===== config.mk =====
export PLATFORM = sky130hd
export DESIGN_NAME = lif_neuron_array
export DESIGN_NICKNAME = d
export VERILOG_FILES = /design/src/rtl/lif_neuron_array.sv
export SDC_FILE = /design/constraint.sdc
export NUM_CORES = 1
export LEC_CHECK = 0
export CAP_MARGIN = 10
export CORE_MARGIN = 3
export CORE_UTILIZATION = 55
export DETAILED_ROUTE_END_ITERATION = 12
export PLACE_DENSITY_LB_ADDON = 0.2
export SLEW_MARGIN = 15
export SYNTH_ARGS = -nofsm -noshare
export SYNTH_HDL_FRONTEND = slang
export SYNTH_SLANG_ARGS = --single-unit

===== constraint.sdc =====
create_clock -name clk -period 6.35 [get_ports clk]
set_input_delay 0.635 -clock clk [delete_from_list [all_inputs] [get_ports clk]]
set_output_delay 0.635 -clock clk [all_outputs]
set_load 0.02 [all_outputs]

===== src/rtl/lif_neuron_array.sv =====
// Array of leaky integrate-and-fire neurons, swept one channel per cycle.
// Optional refractory support: define LIF_REFRACTORY_EN.
module lif_neuron_array #(
  parameter  int N  = 4,
  parameter  int W  = 8,
  parameter  int RW = 3,
  localparam int CW = $clog2(N)
) (
  input  logic          clk,
  input  logic          reset,
  input  logic          in_valid,
  output logic          in_ready,
  input  logic [CW-1:0] in_chan,
  input  logic [W-1:0]  in_current,
  input  logic          tick,
  input  logic [W-1:0]  cfg_threshold,
  input  logic [2:0]    cfg_leak_shift,
  input  logic [RW-1:0] cfg_refractory,
  input  logic          cfg_reset_sub,
  output logic [N-1:0]  spikes,
  output logic          spike_valid,
  output logic          busy,
  output logic          overrun,
  input  logic [CW-1:0] dbg_chan,
  output logic [W-1:0]  dbg_mem
);

  localparam logic [CW-1:0] LAST = CW'(N - 1);
  localparam logic [CW:0]   NCH  = (CW + 1)'(N);

  typedef enum logic {
    S_IDLE,
    S_SWEEP
  } state_t;

  state_t        r_state;
  state_t        w_next;
  logic [CW-1:0] r_idx;
  logic [W-1:0]  r_mem [N];
  logic [W-1:0]  r_acc [N];
  logic [W-1:0]  r_thr;
  logic [2:0]    r_shift;
  logic          r_rsub;
  logic [N-1:0]  r_work;
  logic [N-1:0]  r_spikes;
  logic          r_sv;
  logic          r_ovr;

  logic          w_sweep;
  logic          w_go;
  logic          w_last;
  logic          w_accept;
  logic [W:0]    w_acc_sum;
  logic [W-1:0]  w_acc_sat;
  logic [W-1:0]  w_u;
  logic [W-1:0]  w_a;
  logic [W-1:0]  w_d;
  logic [W:0]    w_sum;
  logic [W-1:0]  w_s;
  logic          w_refr;
  logic          w_fire;
  logic [W-1:0]  w_mem_nxt;
  logic [N-1:0]  w_work_nxt;

`ifdef LIF_REFRACTORY_EN
  logic [RW-1:0] r_ref [N];
  logic [RW-1:0] r_refc;
  assign w_refr = (r_ref[r_idx] != '0);
`else
  logic w_unused_refractory;
  assign w_unused_refractory = ^cfg_refractory;
  assign w_refr = 1'b0;
`endif

  assign w_sweep  = (r_state == S_SWEEP);
  assign w_go     = (r_state == S_IDLE) && tick;
  assign w_last   = (r_idx == LAST);
  assign in_ready = !w_sweep;
  assign busy     = w_sweep;
  assign spikes   = r_spikes;
  assign spike_valid = r_sv;
  assign overrun  = r_ovr;
  assign w_accept = in_valid && in_ready
                 && ({1'b0, in_chan} < NCH);
  assign dbg_mem  = ({1'b0, dbg_chan} < NCH)
                  ? r_mem[dbg_chan] : '0;

  // Saturating add of an incoming current event.
  always_comb begin
    w_acc_sum = {1'b0, r_acc[in_chan]}
              + {1'b0, in_current};
    w_acc_sat = w_acc_sum[W] ? '1 : w_acc_sum[W-1:0];
  end

  // Leak, integrate and fire for the channel under the sweep pointer.
  always_comb begin
    w_u = r_mem[r_idx];
    w_a = r_acc[r_idx];
    w_d = (r_shift == 3'd0) ? w_u
        : w_u - (w_u >> r_shift);
    w_sum = {1'b0, w_d} + {1'b0, w_a};
    w_s = w_sum[W] ? '1 : w_sum[W-1:0];
    w_fire = !w_refr && (w_s >= r_thr);
    w_mem_nxt = w_s;
    if (w_refr) begin
      w_mem_nxt = '0;
    end else if (w_fire) begin
      w_mem_nxt = r_rsub ? (w_s - r_thr) : '0;
    end
    w_work_nxt = r_work | (N'(w_fire) << r_idx);
  end

  // Next-state logic for the timestep sweep.
  always_comb begin
    w_next = r_state;
    unique case (r_state)
      S_IDLE:  if (tick) w_next = S_SWEEP;
      S_SWEEP: if (w_last) w_next = S_IDLE;
      default: w_next = S_IDLE;
    endcase
  end

  // State register.
  always_ff @(posedge clk) begin
    if (reset) r_state <= S_IDLE;
    else       r_state <= w_next;
  end

  // Membranes, accumulators, latched config and spike outputs.
  always_ff @(posedge clk) begin
    if (reset) begin
      for (int i = 0; i < N; i++) begin
        r_mem[i] <= '0;
        r_acc[i] <= '0;
`ifdef LIF_REFRACTORY_EN
        r_ref[i] <= '0;
`endif
      end
`ifdef LIF_REFRACTORY_EN
      r_refc   <= '0;
`endif
      r_idx    <= '0;
      r_thr    <= '0;
      r_shift  <= '0;
      r_rsub   <= 1'b0;
      r_work   <= '0;
      r_spikes <= '0;
      r_sv     <= 1'b0;
      r_ovr    <= 1'b0;
    end else begin
      r_sv <= 1'b0;
      if (tick && w_sweep) r_ovr <= 1'b1;
      if (w_accept) r_acc[in_chan] <= w_acc_sat;
      if (w_go) begin
        r_thr   <= cfg_threshold;
        r_shift <= cfg_leak_shift;
        r_rsub  <= cfg_reset_sub;
`ifdef LIF_REFRACTORY_EN
        r_refc  <= cfg_refractory;
`endif
        r_idx   <= '0;
        r_work  <= '0;
      end
      if (w_sweep) begin
        r_mem[r_idx] <= w_mem_nxt;
        r_acc[r_idx] <= '0;
        r_work       <= w_work_nxt;
`ifdef LIF_REFRACTORY_EN
        if (w_refr)      r_ref[r_idx] <= r_ref[r_idx] - 1'b1;
        else if (w_fire) r_ref[r_idx] <= r_refc;
`endif
        if (w_last) begin
          r_spikes <= w_work_nxt;
          r_sv     <= 1'b1;
        end else begin
          r_idx <= r_idx + 1'b1;
        end
      end
    end
  end

endmodule


== After elaboration in Yosys (flattened, before gate mapping) ==
Memory sizes are Yosys's and may differ from the RTL's. A register that Yosys moved wholly into a read port is not among the register bits.
Index checks and enable logic that the tools add are counted.
Operators by class
  add/subtract/negate cells: 5
  magnitude comparators: 1
  equal/unequal tests: 1
  shift-type cells: 2
  muxes and demuxes: 33
  bitwise gates (word level): 2
  reduce and logical (&&, ||, !) cells: 11
Operators by type and width (count)
  8-bit 2-to-1 mux: 8
  8-bit OR reduction: 3
  8-bit by 8-bit adder with 9-bit output: 2
  2-bit 2-to-1 mux: 8
  8-bit subtractor: 2
  1-bit 2-to-1 mux: 14
  8-bit >= comparator: 1
  4-bit 2-to-1 mux: 2
  8-bit by 3-bit right shift with 8-bit output: 1
  4-bit bitwise OR: 1
  1-bit by 2-bit << shifter with 4-bit output: 1
  1-bit logical AND: 3
  3-bit logical NOT: 1
  2-bit by 1-bit adder with 2-bit output, second input constant: 1
  2-bit equality test, second input constant: 1
  1-bit one-hot mux with 2 select lines: 1
  2-bit AND reduction: 1
  2-bit nonzero test: 1
  2-bit OR reduction: 1
  1-bit logical NOT: 1
  1-bit NOT: 1
Storage, ports and cells
  register bits after elaboration: 25
  memory bits (writable): 64
  input port bits: 31
  output and inout bits: 16
  logic and storage cells: 66
  memories kept: 2
Memory list
  r_acc: words 4, width 8, read ports 2, clocked after memory_dff 1, write ports 4, RTL line 40  | logic [W-1:0] r_acc [N];
  r_mem: words 4, width 8, read ports 2, clocked after memory_dff 1, write ports 4, RTL line 39  | logic [W-1:0] r_mem [N];

== Longest topological paths before layout ==
Gate-level depths: netlist (run 1).
  depth in word-level cells: 9
  gate-level depth with buffers: 30
  gate-level depth less buffers: 27

== Worst setup path after synthesis (run 1) ==
Ideal clock, no wire load.
  path kind: flip-flop to flip-flop
  start point: register r_idx[1]
  end point: memory r_mem[1][4], data pin
  library setup time: 0.146 ns
  arrival time: 5.498 ns
  data required time: 6.204 ns
  slack: 0.707 ns
  cell stages (with the launch flop): 30
  path buffers: 3
  period minus slack after synthesis: 5.643 ns
  cell sequence: dfxtp_1 -> buf_2 -> buf_1 -> mux4_2 -> mux2i_1 -> nor2_1 -> a21oi_1 -> mux2i_1 -> ha_1 -> inv_1 -> fa_1 -> a21o_1 -> a21oi_1 -> o21bai_1 -> a21oi_1 -> xor2_1 -> o21ai_0 -> ha_1 -> a21oi_1 -> nand2_1 -> a31o_2 -> or2_2 -> ha_1 -> nor2_1 -> a21oi_1 -> o21ai_2 -> and2_1 -> buf_2 -> o41a_1 -> nor2_1
RTL lines
  from (decl): RTL line 38  | logic [CW-1:0] r_idx;
  from (signal assigned): RTL line 176  | r_idx <= r_idx + 1'b1;
  to (decl): RTL line 39

==> impl_metrics.py, run 1 <==
metrics = {
    "die": {
        "rows": 37,
        "start_util_pct": 56.72,
        "core_area_mm2": 0.01037,
        "die_height_um": 109.4,
        "io_pins": 47,
        "die_area_mm2": 0.01197,
        "die_x_um": 109.4,
    },
    "clock_network": {
        "clk_latency_ps": 390,
        "clk_pin_slew_ps": 100,
        "root_buffer": "clkbuf_8",
        "h-tree-depth": 3,
        "numCtsBuffers": 9,
        "cts_buffer_depth": 2,
        "cts.sinks": 89,
        "cts_tree": "built",
    },
    "critical_path": {
        "crit_top_cell": "buf_4",
        "cp-end-kind": "register",
        "cp.depth": 28,
        "reg2reg_depth": 28,
        "cp.required_ps": 6470,
        "crit_slowest_cell": "mux4_2",
        "critPathMaxStageDelay_ps": 560,
        "timing.critical_path.buf_inv": 4,
        "crit_path_max_fanout": 8,
        "critical_path_class": "reg -> reg",
        "endpoint": "r_mem[0][6]",
        "rrSetupSlack_ps": 380,
        "cp-startpoint": "r_idx[0]",
        "critPathLaunchType": "register",
        "cp_top_family": "compound AO/OA/AOI/OAI gates",
        "reg2reg_from": "r_idx[0]",
        "worstPathArrival_ps": 6090,
        "worstReg2RegEnd": "r_mem[0][6]",
    },
    "finish": {
        "utilization_pct": 66.06,
        "final_cells": 767,
        "finalInstanceArea_mm2": 0.006850,
        "drive_above_1_share_pct": 17.12,
        "area_growth_pct": 16.46,
        "n_antenna_cell": 0,
        "fin_nets": 693,
    },
    "power": {
        "power_frac_comb_pct": 52.0,
        "vdd_drop_max_mv": 0.2025,
        "power_mw": 2.390,
        "p_int_mw": 1.420,
        "p_leak_nw": 2.543,
        "clockPowerShare_pct": 18.7,
        "swShare_pct": 40.59,
        "p_sw_uw": 970.1,
        "power.density_mw_per_mm2": 348.9,
        "seqPwrFrac_pct": 29.3,
    },
    "sta": {
        "finalCritPeriodShare_pct": 93.98,
        "fmax_ghz": 0.1676,
        "maxSlewHeadroom_pct": 43.58,
        "tns_ps": 0,
        "clock_skew_ps": 14.08,
        "min_period_ps": 5968,
        "setup_violations": 0,
        "hold_violations": 0,
        "drv_slew": 0,
        "holdWs_ps": 468.2,
        "worst_slack_ps": 382.2,
        "worstMarginPinSlew_ps": 843.2,
    },
    "global_routing": {
        "grt_pass1_wl_mm": 23.33,
        "grt_pass1_vias": 4605,
        "antenna_found_initial": 0,
        "grt_max_degree": 26,
        "grt.total_usage_pct": 25.75,
        "grt_overflow": 0,
    },
    "synth": {
        "yosys.area_share.simple_pct": 16.55,
        "synth_seq_cells": 89,
        "synth_warnings": 0,
        "yosys_most_used_dff": "edfxtp_1",
        "async_flop_share_pct": 0,
        "yosysSeqAreaShare_pct": 41.18,
        "avgSynthCellArea_um2": 10.28,
        "synth_xor_area_share_pct": 1.936,
        "synthTopCellsByArea": "edfxtp_1 (33%), mux4_2 (12%), dfxtp_1 (8.5%)",
        "ys_types": 64,
        "syn_nets": 639,
        "synth_top_family_by_area": "simple AND/OR/NAND/NOR gates",
        "synth-adder-area-share_pct": 8.168,
        "synth_area_mm2": 0.005882,
        "synth_mux_area_share_pct": 14.93,
        "synth_compound_area_share_pct": 13.72,
        "synth_edf_count": 64,
        "synth_cells": 572,
        "synth_top_cell_by_area": "edfxtp_1",
        "synth_top_area_share_pct": 32.67,
    },
    "detailed_routing": {
        "dr_total_vias": 4715,
        "drt.antenna.violating_nets": 0,
        "wire_per_inst_um": 19.00,
        "vias_per_cell": 6.147,
        "dr.pass1.iters": 5,
        "drt-total-wl_mm": 14.57,
        "drt_iter0_markers": 426,
        "drc": 0,
    },
    "placement": {
        "port_buffers": 43,
        "hpwl_mm": 10.73,
        "placed_area_mm2": 0.006535,
        "gp_congestion": 0.9110,
        "place_ws_ps": 191.8,
        "placedCellCount": 748,
    },
    "min_path": {
        "hold_depth": 2,
        "hold_path_class": "reg -> reg",
    },
    "status": {
        "status": "finished clean",
    },
    "job": {
        "drv_cap": 0,
    },
}
==> per-layer routing <==
metal | wire length, µm | share of wire [%] | vias to the layer above | track usage, %
met3 | 1107 | 7.6 | 27 | 5.872
li1 | - | - | 2238 | -
met4 | 315 | 2.2 | 0 | 9.350
met2 | 6956 | 48 | 189 | 40.58
met5 | 0 | 0 | - | 0
met1 | 6191 | 42 | 2261 | 35.11
==> synthesized netlist by cell type, drive strengths merged (3+ instances only) <==
| library cell | number |
|---|---|
| mux4 | 32 |
| nand2 | 55 |
| xnor2 | 8 |
| mux2 | 6 |
| a21o | 6 |
| or2 | 6 |
| o31a | 3 |
| o31ai | 5 |
| nor3 | 20 |
| o211ai | 5 |
| nor2 | 85 |
| or4b | 3 |
| nand2b | 8 |
| nand3 | 11 |
| xor2 | 5 |
| nand3b | 3 |
| ha | 32 |
| a31oi | 6 |
| a21boi | 3 |
| buf | 13 |
| a21oi | 44 |
| edfxtp | 64 |
| and2 | 4 |
| mux2i | 9 |
| dfxtp | 25 |
| a211oi | 7 |
| clkbuf | 11 |
| inv | 27 |
| fa | 4 |
| o21ai | 26 |
| o21bai | 3 |
| nor2b | 3 |
| a311oi | 5 |
==> worst min-delay path, delay by kind of cell (launching register included) <==
kind	cells	cell delay (ps)
AND/OR/NAND/NOR	1	50
flip-flops	1	320
AO/OA/AOI/OAI	1	60
==> cell families after synthesis <==
group	Yosys count
XOR/XNOR	13
flip-flops	89
multiplexers	47
AO/OA/AOI/OAI	126
buffers and inverters	51
AND/OR/NAND/NOR	210
adder cells (fa/ha/maj)	36
==> cell usage in the layout, fill, tap and decap left out, drive strengths merged, types with 9 or more instances in the layout <==
cell            n
nor2           85
edfxtp         64
nand2          55
a21oi          44
clkdlybuf4s50  43
mux4           32
ha             32
inv            29
o21ai          26
dfxtp          25
buf            24
nor3           20
nand3          11
clkbuf          9
mux2i           9
==> worst min path at each step <==
| stage | from | to |
|---|---|---|
| 2_1_floorplan | r_thr[2] | r_thr[2] |
| 3_3_place_gp | r_thr[2] | r_thr[2] |
| 3_5_place_dp | r_thr[4] | r_thr[4] |
| 4_1_cts | r_thr[4] | r_thr[4] |
| 5_1_grt | r_thr[2] | r_thr[2] |
| 6_report | r_thr[6] | r_thr[6] |
==> flip-flops by register name (all words and copies together) (netlist names) <==
name,count
busy,1
r_acc,32
overrun,1
r_thr,8
r_work,4
r_rsub,1
spike_valid,1
r_shift,3
r_idx,2
r_mem,32
spikes,4
==> layout make-up <==
| cell class | instances | area, µm² |
|---|---|---|
| clock buffers | 9 | 123.9 |
| clock inverters | 7 | 101.3 |
| fillers | 838 | 3520 |
| inverters | 27 | 101.3 |
| multi-input cells | 432 | 3321 |
| flip-flops and latches | 89 | 2422 |
| well taps | 136 | 170.2 |
| repair buffers | 67 | 610.6 |
==> what timing repair did <==
action / CTS / global route
endpoints found under the setup margin: 0 / 40
buffers inserted: 0 / 3
endpoints found under the hold margin: 0 / 0
hold buffers: 0 / 0
resized for setup: 0 / 16
==> power by group through the flow <==
stage | registers (mW) | clock network (mW) | logic, mW
4_1_cts | 0.699 | 0.451 | 1.15
5_1_grt | 0.705 | 0.471 | 1.37
2_1_floorplan | 0.701 | 0 | 0.830
3_5_place_dp | 0.713 | 0 | 1.14
3_3_place_gp | 0.707 | 0 | 1.10
6_report | 0.700 | 0.447 | 1.24
(Power assumes the default switching activity.)
==> inputs of run 2 (changes only) <==
SLEW_MARGIN = 0   (was 15)
==> run 2 against run 1 <==
  * Total power about the same
  * Non-clock buffer count increased by 1
  * Hold slack worse by 0.74 ps
  * Die area stayed put
  * Clock skew is 2.7 ps lower
  * Sequential power hardly changed
  * Fmax increased by 0.10%
  * Global-route usage unchanged
  * Flip-flop and latch count stayed put
  * Largest power group unchanged
==> impl_metrics.py, run 2 (synthesis gave the netlist of run 1 again) <==
metrics = {
    "detailed_routing": {
        "vias_per_cell": 6.154,
        "drt_iter0_markers": 481,
        "dr_total_vias": 4726,
        "drt-total-wl_mm": 14.54,
        "drc": 0,
        "drt.antenna.violating_nets": 0,
        "wire_per_inst_um": 18.93,
        "dr.pass1.iters": 5,
    },
    "sta": {
        "maxSlewHeadroom_pct": 43.20,
        "fmax_ghz": 0.1677,
        "finalCritPeriodShare_pct": 93.88,
        "clock_skew_ps": 11.36,
        "min_period_ps": 5962,
        "drv_slew": 0,
        "worstMarginPinSlew_ps": 848.8,
        "hold_violations": 0,
        "holdWs_ps": 467.4,
        "setup_violations": 0,
    },
    "global_routing": {
        "grt_max_degree": 26,
        "grt_pass1_vias": 4605,
        "antenna_found_initial": 0,
        "grt_pass1_wl_mm": 23.33,
        "grt_overflow": 0,
        "grt.total_usage_pct": 25.75,
    },
    "clock_network": {
        "ctsHoldBuffers": 0,
        "clk_pin_slew_ps": 100,
        "numCtsBuffers": 9,
        "root_buffer": "clkbuf_8",
        "cts_buffer_depth": 2,
        "cts.sinks": 89,
        "cts_tree": "built",
        "h-tree-depth": 3,
        "clk_latency_ps": 380,
    },
    "finish": {
        "utilization_pct": 66.14,
        "n_antenna_cell": 0,
        "layout_commonest_cell": "nor2_1",
        "reg_top3": "r_acc (32), r_mem (32), r_thr (8)",
        "drive_above_1_share_pct": 17.09,
        "final_cells": 768,
        "multi_input_area_mm2": 0.003318,
        "seq_area_mm2": 0.002422,
        "area_growth_pct": 16.61,
        "fin_nets": 694,
        "fill_cells": 838,
        "final_cell_mix": "nor2_1 (85), edfxtp_1 (64), nand2_1 (55), clkdlybuf4s50_1 (43), a21oi_1 (38)",
    },
    "critical_path": {
        "cp-startpoint": "r_idx[0]",
        "crit_slowest_cell": "mux4_2",
        "critPathMaxStageDelay_ps": 560,
        "crit_path_max_fanout": 8,
        "crit_top_cell": "buf_4",
        "critical_path_class": "reg -> reg",
        "critPathLaunchType": "register",
        "reg2reg_from": "r_idx[0]",
        "cp.required_ps": 6470,
        "worstPathArrival_ps": 6080,
        "cp-end-kind": "register",
    },
    "die": {
        "start_util_pct": 56.72,
        "core_area_mm2": 0.01037,
        "die_x_um": 109.4,
        "rows": 37,
        "die_height_um": 109.4,
        "io_pins": 47,
        "die_area_mm2": 0.01197,
    },
    "status": {
        "status": "finished clean",
    },
    "placement": {
        "gp_congestion": 0.9110,
        "hpwl_mm": 10.73,
        "port_buffers": 43,
        "placedCellCount": 748,
    },
    "min_path": {
        "hold_path_class": "reg -> reg",
        "min_from": "r_thr[5]",
    },
    "power": {
        "p_leak_nw": 2.548,
        "vdd_drop_max_mv": 0.1995,
        "power.density_mw_per_mm2": 348.2,
    },
    "job": {
        "drv_cap": 0,
    },
}
## run 2: per-layer routing
metal  GRT usage (%)  vias to the layer above  wire length [µm]
met2           40.58                      187              6986
met5               0                        -                 0
met4           9.350                        0               301
li1                -                     2240                 -
met3           5.872                       23              1117
met1           35.11                     2276              6133
## run 2: critical path, delay by kind of cell (launching register included)
family	cells	cell delay, ps
compound gates	7	1440
fa+ha+maj	4	1190
simple gates	9	930
mux	3	880
buf+inv	4	680
flops	1	370
xor+xnor	1	190
## run 2: layout make-up
class | count | share of cell area, %
clock inverter | 7 | 1.478
sequential | 89 | 35.32
tap | 136 | 2.481
clock buffer | 9 | 1.806
timing repair buffer | 68 | 9.066
multi-input combinational | 432 | 48.38
inverter | 27 | 1.478
## run 2: worst paths after layout
path | slack [ps] | cells past startpoint | endpoint
max | 390 | 28 | r_mem[0][6]
min | 470 | 2 | r_thr[5]
max reg2reg | 390 | 28 | r_mem[0][6]
min reg2reg | 470 | 2 | r_thr[5]
## run 2: per-stage QoR
stage | setup TNS, ps | power, mW | cell area, µm² | setup WS (ps)
6_report | 0 | 2.388 | 6859 | 388.4
5_1_grt | -599.7 | 2.544 | 6859 | -64.38
4_1_cts | 0 | 2.302 | 6760 | 115.3
3_5_place_dp | 0 | 1.855 | 6535 | 191.8
3_3_place_gp | 0 | 1.809 | 6535 | 292.3
2_1_floorplan | 0 | 1.531 | 5882 | 706.7
## run 2: power breakdown
part	switching, mW	leakage [nW]	internal (mW)
sequential	0.0264	0.871	0.673
clock	0.221	0.106	0.225
combinational	0.721	1.57	0.523
total	0.968	2.55	1.42
## run 2: repair_timing
| action | CTS | global route |
|---|---|---|
| setup buffers | 0 | 3 |
| endpoints found under the setup margin | 0 | 40 |
| gates resized for setup | 0 | 16 |
